File: config.mk
export PLATFORM = sky130hd
export DESIGN_NAME = writeback_scheduler
export DESIGN_NICKNAME = d
export VERILOG_FILES = /design/src/rtl/regfile_pkg.sv /design/src/rtl/rr_arbiter2.sv /design/src/rtl/writeback_scheduler.sv
export SDC_FILE = /design/constraint.sdc
export NUM_CORES = 1
export LEC_CHECK = 0
export ABC_CLOCK_PERIOD_IN_PS = 5700
export CAP_MARGIN = 20
export CELL_PAD_IN_SITES_DETAIL_PLACEMENT = 1
export CELL_PAD_IN_SITES_GLOBAL_PLACEMENT = 1
export CORE_MARGIN = 2
export CORE_UTILIZATION = 32
export DETAILED_ROUTE_END_ITERATION = 10
export PLACE_DENSITY = 0.91
export SYNTH_ARGS = -nofsm -noshare
export SYNTH_HDL_FRONTEND = slang
export SYNTH_SLANG_ARGS = --single-unit
File: constraint.sdc
create_clock -name clk -period 5.7 [get_ports clk]
set_input_delay 1.71 -clock clk [delete_from_list [all_inputs] [get_ports clk]]
set_output_delay 1.71 -clock clk [all_outputs]
set_load 0.01 [all_outputs]
File: src/rtl/regfile_pkg.sv
// Shared register-file definitions: address width, register count and writeback source ids.
package regfile_pkg;
    localparam int REG_ADDR_W = 5;
    localparam int NUM_REGS   = 32;

    typedef enum logic {
        SRC_ALU = 1'b0,
        SRC_MEM = 1'b1
    } src_e;

    typedef logic [REG_ADDR_W-1:0] reg_addr_t;
endpackage

File: src/rtl/rr_arbiter2.sv
// Two-way round-robin arbiter: bit 0 is ALU, bit 1 is MEM; ties go to the side not granted last.
module rr_arbiter2
    import regfile_pkg::*;
(
    input  logic       clk,
    input  logic       rst,
    input  logic [1:0] req,
    output logic [1:0] gnt
);
    src_e last_q;

    always_comb begin
        gnt = 2'b00;
        case (req)
            2'b01:   gnt = 2'b01;
            2'b10:   gnt = 2'b10;
            2'b11:   gnt = (last_q == SRC_MEM) ? 2'b01 : 2'b10;
            default: gnt = 2'b00;
        endcase
    end

    always_ff @(posedge clk or negedge rst) begin
        if (!rst)
            last_q <= SRC_MEM;
        else if (|gnt)
            last_q <= gnt[1] ? SRC_MEM : SRC_ALU;
    end
endmodule

File: src/rtl/writeback_scheduler.sv
// Arbitrates ALU/load writebacks onto the single register-file write port and keeps the
// busy scoreboard that decode uses to stall on RAW/WAW hazards.
module writeback_scheduler
    import regfile_pkg::*;
#(
    parameter int WORD_SIZE = 32
) (
    input  logic                 clk,
    input  logic                 rst,
    input  logic                 iss_valid,
    input  reg_addr_t            iss_rd,
    input  reg_addr_t            iss_rs1,
    input  reg_addr_t            iss_rs2,
    output logic                 hazard,
    input  logic                 alu_valid,
    input  reg_addr_t            alu_rd,
    input  logic [WORD_SIZE-1:0] alu_data,
    output logic                 alu_ready,
    input  logic                 mem_valid,
    input  reg_addr_t            mem_rd,
    input  logic [WORD_SIZE-1:0] mem_data,
    output logic                 mem_ready,
    output logic                 wb_en,
    output reg_addr_t            wb_rd,
    output logic [WORD_SIZE-1:0] wb_data,
    output logic [NUM_REGS-1:0]  busy
);
    logic [NUM_REGS-1:0]  busy_q, busy_d;
    logic                 wb_en_q;
    reg_addr_t            wb_rd_q;
    logic [WORD_SIZE-1:0] wb_data_q;
    logic [1:0]           gnt;
    logic                 reserve;
    reg_addr_t            sel_rd;
    logic [WORD_SIZE-1:0] sel_data;

    rr_arbiter2 u_arb (
        .clk (clk),
        .rst (rst),
        .req ({mem_valid, alu_valid}),
        .gnt (gnt)
    );

    assign alu_ready = gnt[0];
    assign mem_ready = gnt[1];
    assign sel_rd    = gnt[1] ? mem_rd   : alu_rd;
    assign sel_data  = gnt[1] ? mem_data : alu_data;

    assign hazard  = iss_valid & (busy_q[iss_rs1] | busy_q[iss_rs2] | busy_q[iss_rd]);
    assign reserve = iss_valid & ~hazard & (iss_rd != '0);

    // Release first so a same-edge reserve of the same register wins.
    always_comb begin
        busy_d = busy_q;
        if (wb_en_q)
            busy_d[wb_rd_q] = 1'b0;
        if (reserve)
            busy_d[iss_rd] = 1'b1;
        busy_d[0] = 1'b0;
    end

    always_ff @(posedge clk or negedge rst) begin
        if (!rst) begin
            busy_q    <= '0;
            wb_en_q   <= 1'b0;
            wb_rd_q   <= '0;
            wb_data_q <= '0;
        end else begin
            busy_q  <= busy_d;
            wb_en_q <= (|gnt) && (sel_rd != '0);
            if (|gnt) begin
                wb_rd_q   <= sel_rd;
                wb_data_q <= sel_data;
            end
        end
    end

    assign wb_en   = wb_en_q;
    assign wb_rd   = wb_rd_q;
    assign wb_data = wb_data_q;
    assign busy    = busy_q;
endmodule

# After elaboration in Yosys (flattened, before gate mapping)
# Index checks and enable logic that the tools add are counted.
[op_classes] div=0 eq_ne=3 n_mux=17 n_reduce_logical=6 multipliers=0 add_sub_neg=0 shift=0 magnitude_cmp=6 bitwise_logic=9
[op_table] cell="$mux W32" n=3
[op_table] cell="$and A32 B32 Y32" n=1
[op_table] cell="$not A32 Y32" n=1
[op_table] cell="$or A32 B32 Y32" n=1
[op_table] cell="$lt A5 B6 Y1 const B" n=4
[op_table] cell="$bmux W1 S5" n=3
[op_table] cell="$demux W1 S5" n=2
[op_table] cell="$ge A5 B1 Y1 const B" n=2
[op_table] cell="$reduce_bool A5 Y1" n=2
[op_table] cell="$mux W1" n=6
[op_table] cell="$pmux W2 S3" n=1
[op_table] cell="$mux W5" n=1
[op_table] cell="$eq A2 B2 Y1 const B" n=2
[op_table] cell="$and A1 B1 Y1" n=3
[op_table] cell="$logic_and A1 B1 Y1" n=3
[op_table] cell="$eq A2 B1 Y1 const B" n=1
[op_table] cell="$mux W2" n=1
[op_table] cell="$or A1 B1 Y1" n=2
[op_table] cell="$reduce_or A2 Y1" n=1
[op_table] cell="$not A1 Y1" n=1
[word_totals] memories=0 ramBits=0 in_bits=94 ff_bits=70 latchBits=0 mem_bits_ro=0 output_inout_bits=73

# Depth between registers and ports, before layout
[logic_depth] depth_word=9 depth_mapped=9

# By module
# Synthesis repeated with hierarchy kept, for this count alone.
[hier_totals] cells_unflattened=424 hier_area_um2=4211.5
[by_module_without_submodules] mod="writeback_scheduler" area_per_inst_um2=4156.5 instances=1 cells_each=418
[by_module_without_submodules] mod="rr_arbiter2" area_per_inst_um2=55.1 instances=1 cells_each=6

# Least setup slack after synthesis
# Ideal clock, no wire load.
[synth_timing] kind="input to output" startpoint="input iss_rs1[1]" endpoint="output hazard" path_stages=7 arrival_ns=3.588 n_path_buf=2 slack_ns=0.402 path_cell_list="clkbuf_1 mux2_2 o311ai_0 nand4_1 a311o_1 buf_2 o31a_1"
[synth_via] elab_chain_cells=5
[synth_lines] item="start, declared" line="writeback_scheduler.sv:12" text="input reg_addr_t iss_rs1,"
[synth_lines] item="$bmux W1 S5" line="writeback_scheduler.sv:49" text="assign hazard = iss_valid & (busy_q[iss_rs1] | busy_q[iss_rs2] | busy_q[iss_rd]);"
[synth_lines] item="$mux W1 (implied by the code)" line="writeback_scheduler.sv:49"
[synth_lines] item="$or A1 B1 Y1 (2 in a row)" line="writeback_scheduler.sv:49"
[synth_lines] item="$and A1 B1 Y1" line="writeback_scheduler.sv:49"
[synth_lines] item="end, declared" line="writeback_scheduler.sv:14" text="output logic hazard,"
# No other way between the ends. The select of a mux whose other input is x is not followed.

# Final worst setup path
[layout_timing] startpoint="input iss_rs2[1]" endpoint="output hazard"
[layout_via] elab_chain_cells=5
[layout_lines] item="start, declared" line="writeback_scheduler.sv:13" text="input reg_addr_t iss_rs2,"
[layout_lines] item="$bmux W1 S5" line="writeback_scheduler.sv:49"
[layout_lines] item="$mux W1 (implied by the code)" line="writeback_scheduler.sv:49"
[layout_lines] item="$or A1 B1 Y1 (2 in a row)" line="writeback_scheduler.sv:49"
[layout_lines] item="$and A1 B1 Y1" line="writeback_scheduler.sv:49"
# No other way between the ends. The select of a mux whose other input is x is not followed.

==> results.tsv <==
stage	metric	value	unit
route	DR iter-0 viols	331	
worst_setup_path	r2r startpoint	busy[22]	
grt	M1 GR Usage	32.2	%
floorplan	chip height	117	um
route	remaining antenna violation count	0	
floorplan	Core Area	12500	sq um
power_and_ir_drop	power density over cell area	373	nW/um^2
route	vias per cell	5.70	
timing	clock skew	0.00962	ns
clock_network	Hold Buf Count CTS	0	
synthesis	Post-Synthesis Cell Area	4070	sq um
worst_setup_path	CP required	3.99	ns
final_layout	Area Overhead vs Synth	56.4	%
final_layout	diode count	0	
placed_design	Place WS	-0.342	ns
clock_network	clk_lat worst skew	0.33	ns
worst_setup_path	Crit. Startpoint	iss_rs2[1]	
placed_design	placed cell count	764	
timing	worst slew pin tran	0.922	ns
floorplan	I/O pin cnt	167	
final_layout	Final Instance Area	6360	sq um
timing	Slew Limit Fails	0	
power_and_ir_drop	total power	2.37	mW
final_layout	most common cell after layout, fill and taps aside	clkdlybuf4s50_1	
floorplan	Initial Util	32.5	%
synthesis	Mapped Avg Cell Area	9.48	sq um
route	via count	4437	
worst_setup_path	critical path data arrival time	3.92	ns
placed_design	Placed Area	6060	sq um
synthesis	Yosys cell types	44	
clock_network	clk sinks	70	
placed_design	Port Buffers	165	
min_path	hold_sp	wb_data[25]	
timing	Worst Slack Setup Final	0.0692	ns
timing	RSZ-0062 raised after global routing	false	
clock_network	Root Buffer Master	clkbuf_16	
route	drt first pass iters	5	
grt	met3 usage	7.27	%
final_layout	NumNets Final	697	
worst_setup_path	critical-path maximum fanout	4	
timing	max frequency	178	MHz
timing	Setup-failing EPs final	0	
grt	gr busiest metal	met2	
final_layout	layout cells sized above 1	12.9	%
worst_setup_path	critical path startpoint category	primary input	
timing	Rel. slew slack	38.5	%
timing	crit path time final	5.63	ns
timing	endpoints failing hold	0	
synthesis	syn nets	523	
power_and_ir_drop	maximum ir drop on the vdd rail	0.195	mV
worst_setup_path	critical path type	primary input to primary output	
grt	vias in the first global route	4747	
placed_design	hpwl dp	12600	um
route	drt drc	0	
floorplan	FP Rows	41	
run_status	outcome	complete, no violations	
synthesis	Syn Inst Count	429	
grt	first-pass GRT wire length	26500	um
grt	largest net degree at the start of global routing	71	
final_layout	most frequent cells in the layout	156 x clkdlybuf4s50_1, 84 x nand2_1, 69 x dfrtp_1	
synthesis	Synth Register Bits	70	
clock_network	TritonCTS clock tree	built	
clock_network	Bufs on Longest Clock Path	2	
flow_run	max-cap viol count	0	
floorplan	Die X	117	um
floorplan	die area	13600	sq um
synthesis	synth warn	0	
route	Routed WL	17000	um
worst_setup_path	crit end category	primary output	
clock_network	postcts setup bufs	0	
final_layout	Finished Layout Cells	778	
clock_network	Clock transition at path regs	0.06	ns
clock_network	H-tree depth	3	
power_and_ir_drop	P_leak	2.60	nW
grt	initial antenna violation count	0	
grt	total grt overflow	0	
route	wire per inst	21.8	um
clock_network	CTS Buf Count	9	
synthesis	sequential fraction of the synthesis area	43.1	%
grt	All-Layer GR Usage	25.6	%
placed_design	Routability Congestion	0.892	
timing	fin crit share	98.8	%
grt	met2 Use GR	42.2	%
min_path	worst min path class	register to register	
[layer usage]
layer	wire, um	vias up
met5	0	-
met4	316	0
met3	1590	19
met2	8100	234
met1	6950	2230
li1	-	1954
[synthesized netlist by cell type (all sizes together)]
library cell,n,area [sq um]
nor3b,2,15.0
o41ai,16,163
mux2,6,67.6
nand4,2,12.5
nor4,1,6.26
nand3,13,65.1
a22oi,34,255
nor3,4,20.0
or4,2,15.0
or3b,4,35.0
o22ai,5,31.3
o21ai,38,190
conb,1,3.75
a21boi,1,7.51
inv,5,18.8
nand2,84,315
o31ai,16,120
nand3b,9,67.6
a31oi,1,6.26
a32oi,1,8.76
o31a,1,8.76
mux2i,22,220
and3,1,6.26
nand2b,4,25.0
a221oi,4,35.0
clkbuf,25,93.8
a21oi,3,15.0
o311ai,1,8.76
dfstp,1,26.3
a2111oi,1,8.76
mux4,11,248
dfrtp,69,1730
nand4b,2,17.5
nor2b,5,31.3
a311o,1,10.0
and3b,2,17.5
buf,11,58.8
or3,2,12.5
nor2,17,63.8
o211ai,1,7.51
[final cells by class]
cell class	instances	area (sq um)
Fill cell	1407	6160
Clock buffer	10	229
Clock inverter	4	50.0
Sequential cell	70	1750
Timing Repair Buffer	199	1920
Tap cell	172	215
Multi-Input combinational cell	318	2170
Inverter	5	18.8
[power by group]
group | switching [mW] | total, mW | internal (mW) | leakage (nW)
registers | 0.250 | 0.889 | 0.639 | 0.843
logic | 0.413 | 0.945 | 0.531 | 1.63
clock network | 0.204 | 0.536 | 0.333 | 0.130
total | 0.867 | 2.37 | 1.50 | 2.60
[timing repair]
action                                  in CTS  in global routing
gates resized for setup                      9                  3
pin swaps                                    2                  0
endpoints found under the setup margin       1                  1
[sequential cells by signal, indices dropped and copies added (netlist names)]
register,cells
wb_data,32
busy,31
wb_rd,5
u_arb.last_q,1
wb_en,1
[stage by stage]
stage	utilization, %	hold WS [ns]	TNS (ns)
floorplan	-	0.474	0
global route	50.8	0.520	0
finish	50.8	0.491	0
global placement	48.4	0.476	-0.319
detailed placement	48.4	0.483	-0.342
CTS	50.7	0.500	0
[worst paths after layout]
kind / end / slack [ns] / cells after the start
setup / recovery: hazard / 0.07 / 9
hold / removal: wb_data[25] / 0.49 / 2
setup reg to reg: busy[31] / 3.02 / 7
hold reg to reg: wb_data[25] / 0.49 / 2
max in group asynchronous: wb_data[13] / 3.49 / 2
min in group asynchronous: wb_data[28] / 1.60 / 2
[cells by family (layout without fill, tap and decap cells)]
group                  after synthesis  count (layout)  share of synthesized area, %
buffers and inverters               41             218                          4.22
AND/OR/NAND/NOR                    154             154                          17.9
multiplexers                        39              39                          13.2
other                                1               1                        0.0922
AO/OA/AOI/OAI                      124             124                          21.5
flip-flops                          70              70                          43.1
[critical path: stages]
cell and delay, ns:
dlygate4sd2_1 0.26, buf_6 0.14, mux4_2 0.48, nand2b_1 0.15, nand4b_1 0.09, nand4_1 0.10, a311o_1 0.37, o31a_1 0.32
dlygate4sd2_1 0.29
No activity file was read; power rests on OpenSTA's default activity.
